**src/rtl/dmem_responder_pkg.sv**
```systemverilog
// Shared types and constants for the multi-cycle data-memory responder.
// Holds FSM state encodings and the word-size constant (bytes per word).
package dmem_responder_pkg;

  typedef enum logic [1:0] {
    ST_IDLE = 2'b00,
    ST_WAIT = 2'b01,
    ST_DONE = 2'b10
  } state_t;

  localparam int unsigned WORD_BYTES = 4;

endpackage

```
**src/rtl/dmem_array.sv**
```systemverilog
// Word storage: synchronous write, combinational read, no reset.
// Ports: clk_i, we_i write strobe, idx_i word index, wdata_i, rdata_o.
module dmem_array #(
  parameter int DEPTH_WORDS = 32,
  parameter int IW          = 5
) (
  input  logic          clk_i,
  input  logic          we_i,
  input  logic [IW-1:0] idx_i,
  input  logic [31:0]   wdata_i,
  output logic [31:0]   rdata_o
);

  logic [31:0] mem [DEPTH_WORDS];

  always_ff @(posedge clk_i) begin
    if (we_i) mem[idx_i] <= wdata_i;
  end

  assign rdata_o = mem[idx_i];

endmodule

```
**src/rtl/dmem_responder.sv**
```systemverilog
// Multi-cycle data-memory responder for the MEM-stage load/store port.
// Ports: clk_i, rst_i (sync, active-high), req_i/we_i/addr_i/wdata_i request,
// stall_o pipeline freeze, ack_o one-cycle done pulse, rdata_o load data,
// err_o access error (only with DMEM_ERR_EN defined, else constant 0).
module dmem_responder
  import dmem_responder_pkg::*;
#(
  parameter int DEPTH_WORDS = 32,
  parameter int LATENCY     = 4
) (
  input  logic        clk_i,
  input  logic        rst_i,
  input  logic        req_i,
  input  logic        we_i,
  input  logic [31:0] addr_i,
  input  logic [31:0] wdata_i,
  output logic        stall_o,
  output logic        ack_o,
  output logic [31:0] rdata_o,
  output logic        err_o
);

  localparam int IW = $clog2(DEPTH_WORDS);
  localparam int CW = (LATENCY > 1) ? $clog2(LATENCY) : 1;
  localparam logic [CW-1:0] CNT_INIT = CW'(LATENCY - 1);
  localparam int LSB = $clog2(WORD_BYTES);

  state_t         state;
  logic [CW-1:0]  cnt;
  logic           we_q;
  logic           bad_q;
  logic [IW-1:0]  idx_q;
  logic [31:0]    wdata_q;
  logic [31:0]    arr_rdata;
  logic           arr_we;
  logic           last;
  logic [IW-1:0]  idx;
  logic           hi_nz;
  logic           lo_nz;
  logic           bad_addr;

  assign idx   = addr_i[IW+LSB-1:LSB];
  assign hi_nz = |(addr_i >> (IW + LSB));
  assign lo_nz = |addr_i[LSB-1:0];

`ifdef DMEM_ERR_EN
  assign bad_addr = hi_nz | lo_nz;
`else
  logic unused_addr_bits;
  assign unused_addr_bits = hi_nz | lo_nz;
  assign bad_addr = 1'b0;
`endif

  assign last = (state == ST_WAIT) && (cnt == '0);

  // Gate with reset so an access aborted on its final cycle never commits.
  assign arr_we = last && we_q && !bad_q && !rst_i;

  assign stall_o = !rst_i &&
                   (((state == ST_IDLE) && req_i) ||
                    (state == ST_WAIT));

  dmem_array #(
    .DEPTH_WORDS(DEPTH_WORDS),
    .IW         (IW)
  ) u_array (
    .clk_i  (clk_i),
    .we_i   (arr_we),
    .idx_i  (idx_q),
    .wdata_i(wdata_q),
    .rdata_o(arr_rdata)
  );

  always_ff @(posedge clk_i) begin
    if (rst_i) begin
      state   <= ST_IDLE;
      cnt     <= '0;
      ack_o   <= 1'b0;
      err_o   <= 1'b0;
      rdata_o <= '0;
      we_q    <= 1'b0;
      bad_q   <= 1'b0;
    end else begin
      unique case (state)
        ST_IDLE: begin
          ack_o <= 1'b0;
          err_o <= 1'b0;
          if (req_i) begin
            we_q    <= we_i;
            idx_q   <= idx;
            wdata_q <= wdata_i;
            bad_q   <= bad_addr;
            cnt     <= CNT_INIT;
            state   <= ST_WAIT;
          end
        end
        ST_WAIT: begin
          if (cnt != '0) begin
            cnt <= cnt - 1'b1;
          end else begin
            state <= ST_DONE;
            ack_o <= 1'b1;
            err_o <= bad_q;
            if (bad_q)      rdata_o <= '0;
            else if (!we_q) rdata_o <= arr_rdata;
          end
        end
        ST_DONE: begin
          ack_o <= 1'b0;
          err_o <= 1'b0;
          state <= ST_IDLE;
        end
        default: state <= ST_IDLE;
      endcase
    end
  end

endmodule

```
**config.mk**
```make
export PLATFORM = sky130hd
export DESIGN_NAME = dmem_responder
export DESIGN_NICKNAME = d
export VERILOG_FILES = /design/src/rtl/dmem_responder_pkg.sv /design/src/rtl/dmem_array.sv /design/src/rtl/dmem_responder.sv
export SDC_FILE = /design/constraint.sdc
export NUM_CORES = 1
export LEC_CHECK = 0
export CELL_PAD_IN_SITES_DETAIL_PLACEMENT = 0
export CELL_PAD_IN_SITES_GLOBAL_PLACEMENT = 1
export CORE_ASPECT_RATIO = 0.6
export CORE_MARGIN = 3
export CORE_UTILIZATION = 48
export DETAILED_ROUTE_END_ITERATION = 12
export GPL_ROUTABILITY_DRIVEN = 0
export HOLD_SLACK_MARGIN = 0.02
export PLACE_DENSITY = 0.86
export SKIP_CTS_REPAIR_TIMING = 1
export SLEW_MARGIN = 10
export SYNTH_ARGS = -nofsm -noshare
export SYNTH_HDL_FRONTEND = slang
export SYNTH_HIERARCHICAL = 1
export SYNTH_SLANG_ARGS = --single-unit
```
**constraint.sdc**
```tcl
create_clock -name clk_i -period 4.6 [get_ports clk_i]
set_input_delay 0.92 -clock clk_i [delete_from_list [all_inputs] [get_ports clk_i]]
set_output_delay 0.92 -clock clk_i [all_outputs]
set_load 0.03 [all_outputs]
```
==> summary.md, run 1 <==
| Metric | Value |
|---|---|
| Max Clock Freq | 283 MHz |
| Tightest Hold Check Type | reg -> reg |
| Row Count | 83 |
| Core Area | 0.0859 sq mm |
| Die area | 0.0908 sq mm |
| Total CTS buffers | 92 |
| Max cap viols | 0 |
| Antenna diode count | 0 |
| Final setup fails | 0 |
| Crit-path slowest cell | edfxtp_1 |
| IO Port Bufs | 74 |
| Initial antenna violation count | 1 |
| Clock latency on the worst-skew pair | approximately 0.67 ns |
| Crit path launch type | flop |
| Crit path DAT | 4.04 ns |
| GRT Resource Usage Total | 0.221 |
| Final Hold Fails | 0 |
| Power per cell area | 413 mW/mm^2 |
| Largest net degree at the start of global routing | 76 |
| Finished Cell Area | 0.0473 sq mm |
| Syn Area/Cell | 18.3 sq um |
| #FFs+latches synth | 1099 |
| IO Pins | slightly above 100 |
| Drt total wl | 102 mm |
| Reg2Reg Capture Point | rdata_o[28] |
| Peak fanout along the critical path | 24 |
| CTS tree | done |
| # clock sinks | 1099 |
| Initial DRC count | 2799 |
| Deepest clock path buffer count | 3 |
| Post-synth top area cell | edfxtp_1 |
| RSZ-0062 raised after global routing | false |
| Layout area overhead | 13.0% |
| CP max stage delay | 0.96 ns |
| Min Hold Slack | 0.470 ns |
| Share of the synthesized area in the top cell type | 0.762 |
| Synthesized Nets | 2360 |
| Via-to-Cell Ratio | between 6 and 7 |
| PnR worst setup slack | between 1 and 1.5 ns |
| Critical path startpoint | idx_q[3] |
| Area of the mapped netlist | 0.0418 sq mm |
| Pre-CTS WS | slightly above 1 ns |
| Outcome | completed |
| Most frequent cell after synthesis | edfxtp_1 |
| Largest cells by area after synthesis | edfxtp_1 76%, mux2i_1 12%, o22ai_1 3.8% |
| DRC | 0 |
| Number of global-route vias before repair | approximately 22k |
| Clock root cell | clkbuf_16 |
| Peak supply drop | 0.000372 V |
| Post-DP Area | 0.0442 sq mm |
| Minimum clock period | 3.54 ns |
| Worst path most repeated cell | nand2_1 |
| Fraction of layout cells with a size suffix above 1 | 0.124 |
| Leakage power | 16.0 nW |
| Post-synth cell types | 42 |
| Final Max Tran Viols | 0 |
| Commonest cells post-synth | 1061 x edfxtp_1, 512 x mux2i_1, 256 x o22ai_1 |
| Antenna viol nets, final | 0 |
| Cell Chain, Critical Path | nand4bb_2 > o22ai_1 > nor4_1 > nand2_1 > nand2_1 > a21oi_1 |
| Critical R2R Launch | idx_q[3] |
| TNS Setup | 0 ns |
| Total gr overflow | 0 |
| Hold EP | cnt[1] |
| Tcrit/Tclk final | 0.769 |
| Fill count | about 6.3k |
| First-pass GRT wire length | 147 mm |
| Net count, final | approximately 2.5k |
| Layout Skew | 0.0252 ns |
| Ys flop type | edfxtp_1 |
| Number of buffers and inverters on the critical path | 0 |
| Cells after Synth | around 2.3k |
| Crit. End Element | flop |
| Total number of vias | 22.2k |
| Die span in y | ~230 um |
| Worst slew pin tran | between 1 and 1.5 ns |
| Delay-heaviest family, CP | simple AND/OR/NAND/NOR gates |
| Crit path kind | reg -> reg |
| Min-delay src | cnt[1] |
| Slew headroom | 0.125 |
| HPWL after DPL | 58.7 mm |
| Number of H-tree levels | 3 |
| Avg WL per Cell | approximately 28 um |
| Pre-antenna DRT Iters | 5 |
| Asr flop ratio synth | 0 |
| Post-synth EDFFs | 1061 |
| Worst path required time | between 5 and 6 ns |
| Synth warn | 6 |
| Initial Utilization | 0.487 |
| Reg-to-reg slack, setup | between 1 and 1.5 ns |
| Clock slew at reported path FFs | 0.06 ns |
| Hold Path Stages | 1 |
| Die width | 387 um |
| Register area share after synthesis | 0.780 |
| Reg2Reg Depth | 6 |
[layout make-up]
| type | instances | area, sq um | area share |
|---|---|---|---|
| Clock buffer | 124 | 2550 | 0.0539 |
| Multi-Input combinational cell | 1047 | 8640 | 0.183 |
| Sequential cell | 1099 | 32600 | 0.690 |
| Inverter | 3 | 11.3 | 0.000238 |
| Timing Repair Buffer | 162 | 1620 | 0.0342 |
| Clock inverter | 43 | 385 | 0.00815 |
| Tap cell | 1147 | 1440 | 0.0304 |
[sequential cells by signal (all words and copies together) (netlist names)]
register	flops
ack_o	1
wdata_q	32
idx_q	5
state	2
we_q	1
rdata_o	32
cnt	2
u_array/mem	1024
[stage by stage]
| step | util | cells | power (mW) |
|---|---|---|---|
| CTS | 0.549 | 3622 | 19.6 |
| finish | 0.550 | 3625 | 19.5 |
| global placement | 0.515 | 3455 | 12.0 |
| floorplan | - | 2290 | 11.7 |
| global route | 0.550 | 3625 | 20.1 |
| detailed placement | 0.515 | 3455 | 12.1 |
[worst max-delay path by stage]
stage                                     to  cells past startpoint
after floorplan           u_array/mem[24][0]                      5
after global placement     u_array/mem[4][2]                      6
after detailed placement  u_array/mem[4][10]                      6
after CTS                         rdata_o[9]                      6
after global routing              rdata_o[5]                      7
final                            rdata_o[28]                      6
[routing by layer]
layer | track usage | wire length [um] | vias up
met5 | 0 | 0 | -
li1 | - | - | 9435
met4 | 0.0651 | 2780 | 0
met1 | 0.324 | 42600 | 11400
met3 | 0.0508 | 11700 | 175
met2 | 0.331 | 45300 | 1263
[worst reg2reg max path, cell delays in order, from the launching register on]
cell and delay, ns:
edfxtp_1 0.96, nand4bb_2 0.90, o22ai_1 0.26, nor4_1 0.95
nand2_1 0.15, nand2_1 0.10, a21oi_1 0.07
[power breakdown]
| part | total (mW) | switching (mW) | internal, mW |
|---|---|---|---|
| clock network | 7.65 | 3.42 | 4.23 |
| registers | 11.1 | 0.143 | 11.0 |
| logic | 0.740 | 0.450 | 0.290 |
| total | 19.5 | 4.01 | 15.5 |
[cells by family (layout without fill, tap and decap cells)]
| group | count (synthesis) | count (layout) | synth area share |
|---|---|---|---|
| adder cells (fa/ha/maj) | 2 | 2 | 0.000598 |
| AND/OR/NAND/NOR | 234 | 234 | 0.0300 |
| other | 1 | 1 | 0.0000897 |
| multiplexers | 513 | 513 | 0.123 |
| buffers and inverters | 144 | 332 | 0.0202 |
| flip-flops | 1099 | 1099 | 0.780 |
| AO/OA/AOI/OAI | 297 | 297 | 0.0462 |
[cell usage in the layout (no fill, tap or decap), types with 2 or more instances in the layout]
cell type / count
or3b_2: 3
inv_1: 3
mux2i_1: 512
edfxtp_1: 1061
clkinv_2: 14
clkbuf_8: 6
buf_16: 2
nand2_1: 88
or4b_4: 3
nor2_1: 4
a21oi_1: 5
buf_4: 72
nand4bb_2: 7
inv_6: 4
ha_1: 2
a21oi_2: 30
clkbuf_1: 23
bufinv_16: 6
nor2_4: 28
clkinv_8: 2
nand3_1: 2
nand2b_1: 2
nor3_2: 5
clkinv_1: 16
o22ai_1: 256
nand3b_1: 4
clkdlybuf4s50_1: 73
clkbuf_16: 96
buf_12: 13
nand4b_1: 4
dfxtp_1: 38
o21a_1: 2
nand2_2: 10
nor4_1: 63
and3_1: 2
No activity file was read; power rests on OpenSTA's default activity.
==> run 2, diff against run 1 <==
clock period = 3.25 ns   (was 4.6 ns; I/O delays follow)
==> run 2 against run 1 <==
  * Critical path type unchanged
  * Clock skew is 0.0043 ns lower
  * Critical endpoint is now rdata_o[9]
  * Worst setup slack got worse by 0.78 ns
  * Maximum frequency increased by 19%
  * Highest routed layer is now met5
  * Non-clock buffer count is 69 higher
  * Power grew 43%
==> summary.md, run 2 (same netlist as run 1, synthesis figures left out) <==
| Metric | Value |
|---|---|
| Outcome | completed |
| Reg2Reg Capture Point | rdata_o[9] |
| Critical path startpoint | idx_q[4] |
| First-pass GRT wire length | 151 mm (+3.0%) |
| Clock root cell | clkbuf_16 |
| Total CTS buffers | 92 (unchanged) |
| Pre-CTS WS | 0.310 ns (-0.721 ns) |
| CP Capture Point | rdata_o[9] |
| Commonest non-fill, non-tap cell in the layout | edfxtp_1 |
| PnR worst setup slack | 0.278 ns (-0.784 ns) |
| Initial DRC count | 3244 (+16%) |
| IO Pins | 103 (unchanged) |
| Finished Cell Area | 0.0480 sq mm (+1.6%) |
| Reg with most FFs | u_array/mem |
| IO Port Bufs | 74 (unchanged) |
| Max reg flops | 1024 (unchanged) |
| Final Max Tran Viols | 0 (unchanged) |
| Total gr overflow | 0 (unchanged) |
| Crit path DAT | 3.52 ns (-0.52 ns) |
| Row Count | 83 (unchanged) |
| Tightest Hold Check Type | in -> reg |
| Peak fanout along the critical path | 32 (+33%) |
| Minimum clock period | 2.97 ns (-0.566 ns) |
| Largest regs | u_array/mem: 1024 flops, rdata_o: 32 flops, wdata_q: 32 flops |
| Deepest clock path buffer count | 3 (unchanged) |
| Max Clock Freq | 337 MHz (+19%) |
| Drt total wl | 106 mm (+3.8%) |
| Reg-to-reg slack, setup | 0.28 ns (-0.78 ns) |
| Tcrit/Tclk final | 0.914 (+0.145) |
| Slew headroom | 0.208 (+0.0827) |
| Antenna viol nets, final | 0 (unchanged) |
| Largest net degree at the start of global routing | 71 (-6.6%) |
| Most frequent cells in the layout | 1061 x edfxtp_1, 512 x mux2i_1, 256 x o22ai_1 |
| Fill count | 6252 (-1.4%) |
| Post-DP Area | 0.0450 sq mm (+1.8%) |
| DRC | 0 (unchanged) |
| Final setup fails | 0 (unchanged) |
| Die area | 0.0908 sq mm (unchanged) |
| Peak supply drop | 0.000518 V (+39%) |
| FF+latch area | 0.0326 sq mm (unchanged) |
| Worst slew pin tran | 1.19 ns (-0.124 ns) |
| Fraction of layout cells with a size suffix above 1 | 0.151 (+0.0266) |
| Total number of vias | 22.7k (+2.0%) |
| Initial antenna violation count | 3 (+2) |
| # clock sinks | 1099 (unchanged) |
| Clock slew at reported path FFs | 0.08 ns (+0.02 ns) |
| Via-to-Cell Ratio | 6.13 (about the same) |
| Crit path kind | reg -> reg |
| Total power | 27.9 mW (+43%) |
| Leakage power | 16.4 nW (+2.7%) |
| Crit path launch type | flop |
| TNS Setup | 0 ns (unchanged) |
| Number of H-tree levels | 3 (unchanged) |
| CTS tree | done |
| Net count, final | 2544 (+2.8%) |
| Die width | 387 um (unchanged) |
| Core Area | 0.0859 sq mm (unchanged) |
| Number of global-route vias before repair | 22.4k (+2.3%) |
| GRT Resource Usage Total | 0.229 (+0.00835) |
| Reg2Reg Depth | 8 (+2) |
| RSZ-0062 raised after global routing | false |
| Max cap viols | 0 (unchanged) |
| Crit. End Element | flop |
| Die span in y | 235 um (unchanged) |
| Worst path required time | 3.79 ns (-1.31 ns) |
| Pre-antenna DRT Iters | 5 (unchanged) |
| Avg WL per Cell | 28.7 um (+1.7%) |
| Final Hold Fails | 0 (unchanged) |
| HPWL after DPL | 63.0 mm (+7.4%) |
| Initial Utilization | 0.487 (unchanged) |
| Power per cell area | 581 mW/mm^2 (+41%) |
| Critical R2R Launch | idx_q[4] |
| Layout area overhead | 14.8% |
| Footprint of the multi-input gates | 0.00867 sq mm (+0.29%) |
| Layout Skew | 0.0209 ns (-0.00429 ns) |
| Clock latency on the worst-skew pair | 0.69 ns (+0.02 ns) |
## run 2: cell count changes in the layout (fill, tap and decap cells not counted), moves of 2 or more
cell        change
clkinv_2        +7
buf_12         +17
clkinvlp_4      +2
nor3_2          -5
clkbuf_1        -2
buf_4          +55
buf_16          -2
clkinv_8        -2
clkbuf_8        -2
bufinv_16       +2
clkinv_1        -2
nor3_4          +5
## run 2: worst min-delay path by stage
stage,start,end,cells after the start
5_1_grt,rst_i,state[0],3
6_report,rst_i,state[0],3
3_3_place_gp,cnt[1],cnt[1],1
2_1_floorplan,cnt[1],cnt[1],1
3_5_place_dp,cnt[1],cnt[1],1
4_1_cts,rst_i,state[0],3
## run 2: cell type report
cell class / count / area share
multi-input combinational: 1047 / 0.180
inverter: 3 / 0.000234
clock inverter: 52 / 0.0101
tap: 1147 / 0.0299
antenna: 1 / 0.0000521
sequential: 1099 / 0.679
clock buffer: 120 / 0.0523
timing repair buffer: 231 / 0.0477
## run 2: report_power, final
part / internal, mW / switching [mW]
Sequential: 15.5 / 0.201
Combinational: 0.447 / 0.639
Clock: 6.12 / 4.97
Total: 22.1 / 5.81
## run 2: routing by layer
metal,wire (um),vias up,GRT usage
met5,7,-,0.00156
met4,2970,2,0.0729
met3,13900,222,0.0699
met2,45900,1438,0.328
met1,43500,11400,0.336
li1,-,9587,-
## run 2: through the flow
stage          utilization  std cells  hold WS [ns]
4_1_cts              0.559       3699         0.266
3_5_place_dp         0.524       3527         0.464
3_3_place_gp         0.524       3527         0.450
2_1_floorplan            -       2290         0.440
5_1_grt              0.559       3699         0.302
6_report             0.559       3700         0.311
## run 2: worst max-delay path: stages, from the launching register on
cell,delay [ns]
edfxtp_1,0.73
buf_4,0.27
or4b_4,0.57
o22ai_1,0.20
nor4_1,0.51
buf_4,0.20
nand2_1,0.13
nand2_1,0.12
a21oi_2,0.06
==> run 3, diff against run 2 <==
PLACE_DENSITY = 0.77   (was 0.86)
==> run 3 against run 2 <==
  * Sequential power is essentially flat
  * Design area is essentially flat
  * Core utilization is essentially flat
  * Routed wire length fell by 4.4%
  * Final cell count about the same
  * Die area stayed put
  * Clock skew rose by 0.0037 ns
  * Clock power about the same
  * Sequential cell count is the same
  * Sequential share of layout area hardly changed
  * Count of clock-buffer cells in the layout fell by 1
  * Non-clock buffer count down 3
  * Critical path type unchanged
  * Largest power group unchanged
==> summary.md, run 3 (same netlist as run 1, synthesis figures left out) <==
| Metric | Value |
|---|---|
| Deepest clock path buffer count | 3 (unchanged) |
| Antenna viol nets, final | 0 (unchanged) |
| Power per cell area | 585 mW/mm^2 (+0.68%) |
| Max reg flops | 1024 (unchanged) |
| Die span in y | 235 um (unchanged) |
| Commonest non-fill, non-tap cell in the layout | edfxtp_1 |
| Worst path required time | 3.86 ns (+0.07 ns) |
| Core Area | 0.0859 sq mm (unchanged) |
| Outcome | completed |
| Peak fanout along the critical path | 20 (-38%) |
| Die area | 0.0908 sq mm (unchanged) |
| Via-to-Cell Ratio | 5.96 (-2.7%) |
| Util after Layout | 0.559 (about the same) |
| Drt total wl | 102 mm (-4.4%) |
| Min Hold Slack | 0.288 ns (-0.0228 ns) |
| Crit-path slowest cell | nand4bb_2 |
| Number of H-tree levels | 3 (unchanged) |
| Largest net degree at the start of global routing | 68 (-4.2%) |
| GRT Resource Usage Total | 0.221 (-0.00785) |
| Net count, final | 2544 (unchanged) |
| Initial Utilization | 0.487 (unchanged) |
| # clock sinks | 1099 (unchanged) |
| Crit path launch type | flop |
| Fraction of layout cells with a size suffix above 1 | 0.151 (unchanged) |
| Largest regs | u_array/mem: 1024 flops, rdata_o: 32 flops, wdata_q: 32 flops |
| HPWL after DPL | 58.4 mm (-7.3%) |
| Initial DRC count | 2663 (-18%) |
| RSZ-0062 raised after global routing | false |
| Number of global-route vias before repair | 21.8k (-2.8%) |
| Leakage power | 16.4 nW (+0.10%) |
| Max cap viols | 0 (unchanged) |
| Total gr overflow | 0 (unchanged) |
| Final setup fails | 0 (unchanged) |
| Avg WL per Cell | 27.4 um (-4.4%) |
| Slew headroom | 0.214 (+0.00627) |
| Clock slew at reported path FFs | 0.07 ns (about the same) |
| IO Port Bufs | 74 (unchanged) |
| Worst slew pin tran | 1.18 ns (-0.00941 ns) |
| Initial antenna violation count | 3 (unchanged) |
| Minimum clock period | 2.98 ns (+0.00668 ns) |
| Clock root cell | clkbuf_16 |
| Delay-heaviest family, CP | simple AND/OR/NAND/NOR gates |
| Layout area overhead | 14.9% (about the same) |
| Clock latency on the worst-skew pair | 0.68 ns (about the same) |
| Peak supply drop | 0.000418 V (-19%) |
| Layout Skew | 0.0246 ns (+0.00366 ns) |
| Pre-antenna DRT Iters | 5 (unchanged) |
| Most frequent cells in the layout | 1061 x edfxtp_1, 512 x mux2i_1, 256 x o22ai_1 |
| Max Clock Freq | 336 MHz (-0.22%) |
| Tcrit/Tclk final | 0.916 (+0.00206) |
| Reg with most FFs | u_array/mem |
| Final Max Tran Viols | 0 (unchanged) |
| Crit path DAT | 3.59 ns (+0.07 ns) |
| Post-DP Area | 0.0449 sq mm (-0.22%) |
| IO Pins | 103 (unchanged) |
| Total CTS buffers | 95 (+3.3%) |
| Die width | 387 um (unchanged) |
| Number of buffers and inverters on the critical path | 2 (unchanged) |
| Cell Chain, Critical Path | nand4bb_2 > o22ai_1 > nor4_1 > buf_4 > nand2_1 > buf_4 > nand2_1 > a21oi_2 |
| Antenna diode count | 0 (-1) |
| Crit. End Element | flop |
| Crit path kind | reg -> reg |
| CP max stage delay | 0.89 ns (+0.16 ns) |
| Total number of vias | 22.1k (-2.7%) |
| CTS tree | done |
| Row Count | 83 (unchanged) |
| Finished Cell Area | 0.0480 sq mm (about the same) |
| DRC | 0 (unchanged) |
| Final Hold Fails | 0 (unchanged) |
| First-pass GRT wire length | 147 mm (-3.0%) |
| Tightest Hold Check Type | in -> reg |
[run 3: worst register-to-register path, cell delays in order, from the launching register on]
cell	delay [ns]
edfxtp_1	0.69
nand4bb_2	0.89
o22ai_1	0.63
nor4_1	0.11
buf_4	0.17
nand2_1	0.13
buf_4	0.13
nand2_1	0.05
a21oi_2	0.12
[run 3: worst paths after layout]
kind                      end   startpoint  slack (ns)  depth (start not counted)
setup reg to reg  rdata_o[22]     idx_q[0]        0.27                          8
setup / recovery  rdata_o[22]     idx_q[0]        0.27                          8
hold reg to reg   rdata_o[12]  rdata_o[12]        0.47                          2
hold / removal       state[0]        rst_i        0.29                          3
[run 3: report_power, final]
group          internal [mW]  switching [mW]  leakage, nW
Clock                   6.33            4.95         1.52
Sequential              15.6           0.202         9.85
Combinational          0.454           0.630         5.04
[run 3: layout make-up]
cell class                      instances  area, sq um
Fill cell                            6420        37900
Sequential cell                      1099        32600
Multi-Input combinational cell       1047         8670
Clock buffer                          119         2600
Timing Repair Buffer                  228         2190
Tap cell                             1147         1440
Clock inverter                         56          499
Inverter                                3         11.3
[run 3: stage by stage]
stage | TNS (ns) | std cells | worst slack, ns | power [mW]
floorplan | -51.53 | 2290 | -0.232 | 16.6
global placement | 0 | 3524 | 0.354 | 17.1
detailed placement | 0 | 3524 | 0.340 | 17.1
CTS | 0 | 3699 | 0.328 | 28.3
global route | 0 | 3699 | 0.152 | 28.9
finish | 0 | 3699 | 0.272 | 28.1
[run 3: routing by layer]
metal  vias to the layer above  global-route usage  wire length [um]
li1                       9589                   -                 -
met1                     11300               0.325             44300
met2                       959               0.333             45200
met3                       179              0.0486              9190
met4                         0              0.0668              2910
met5                         -                   0                 0
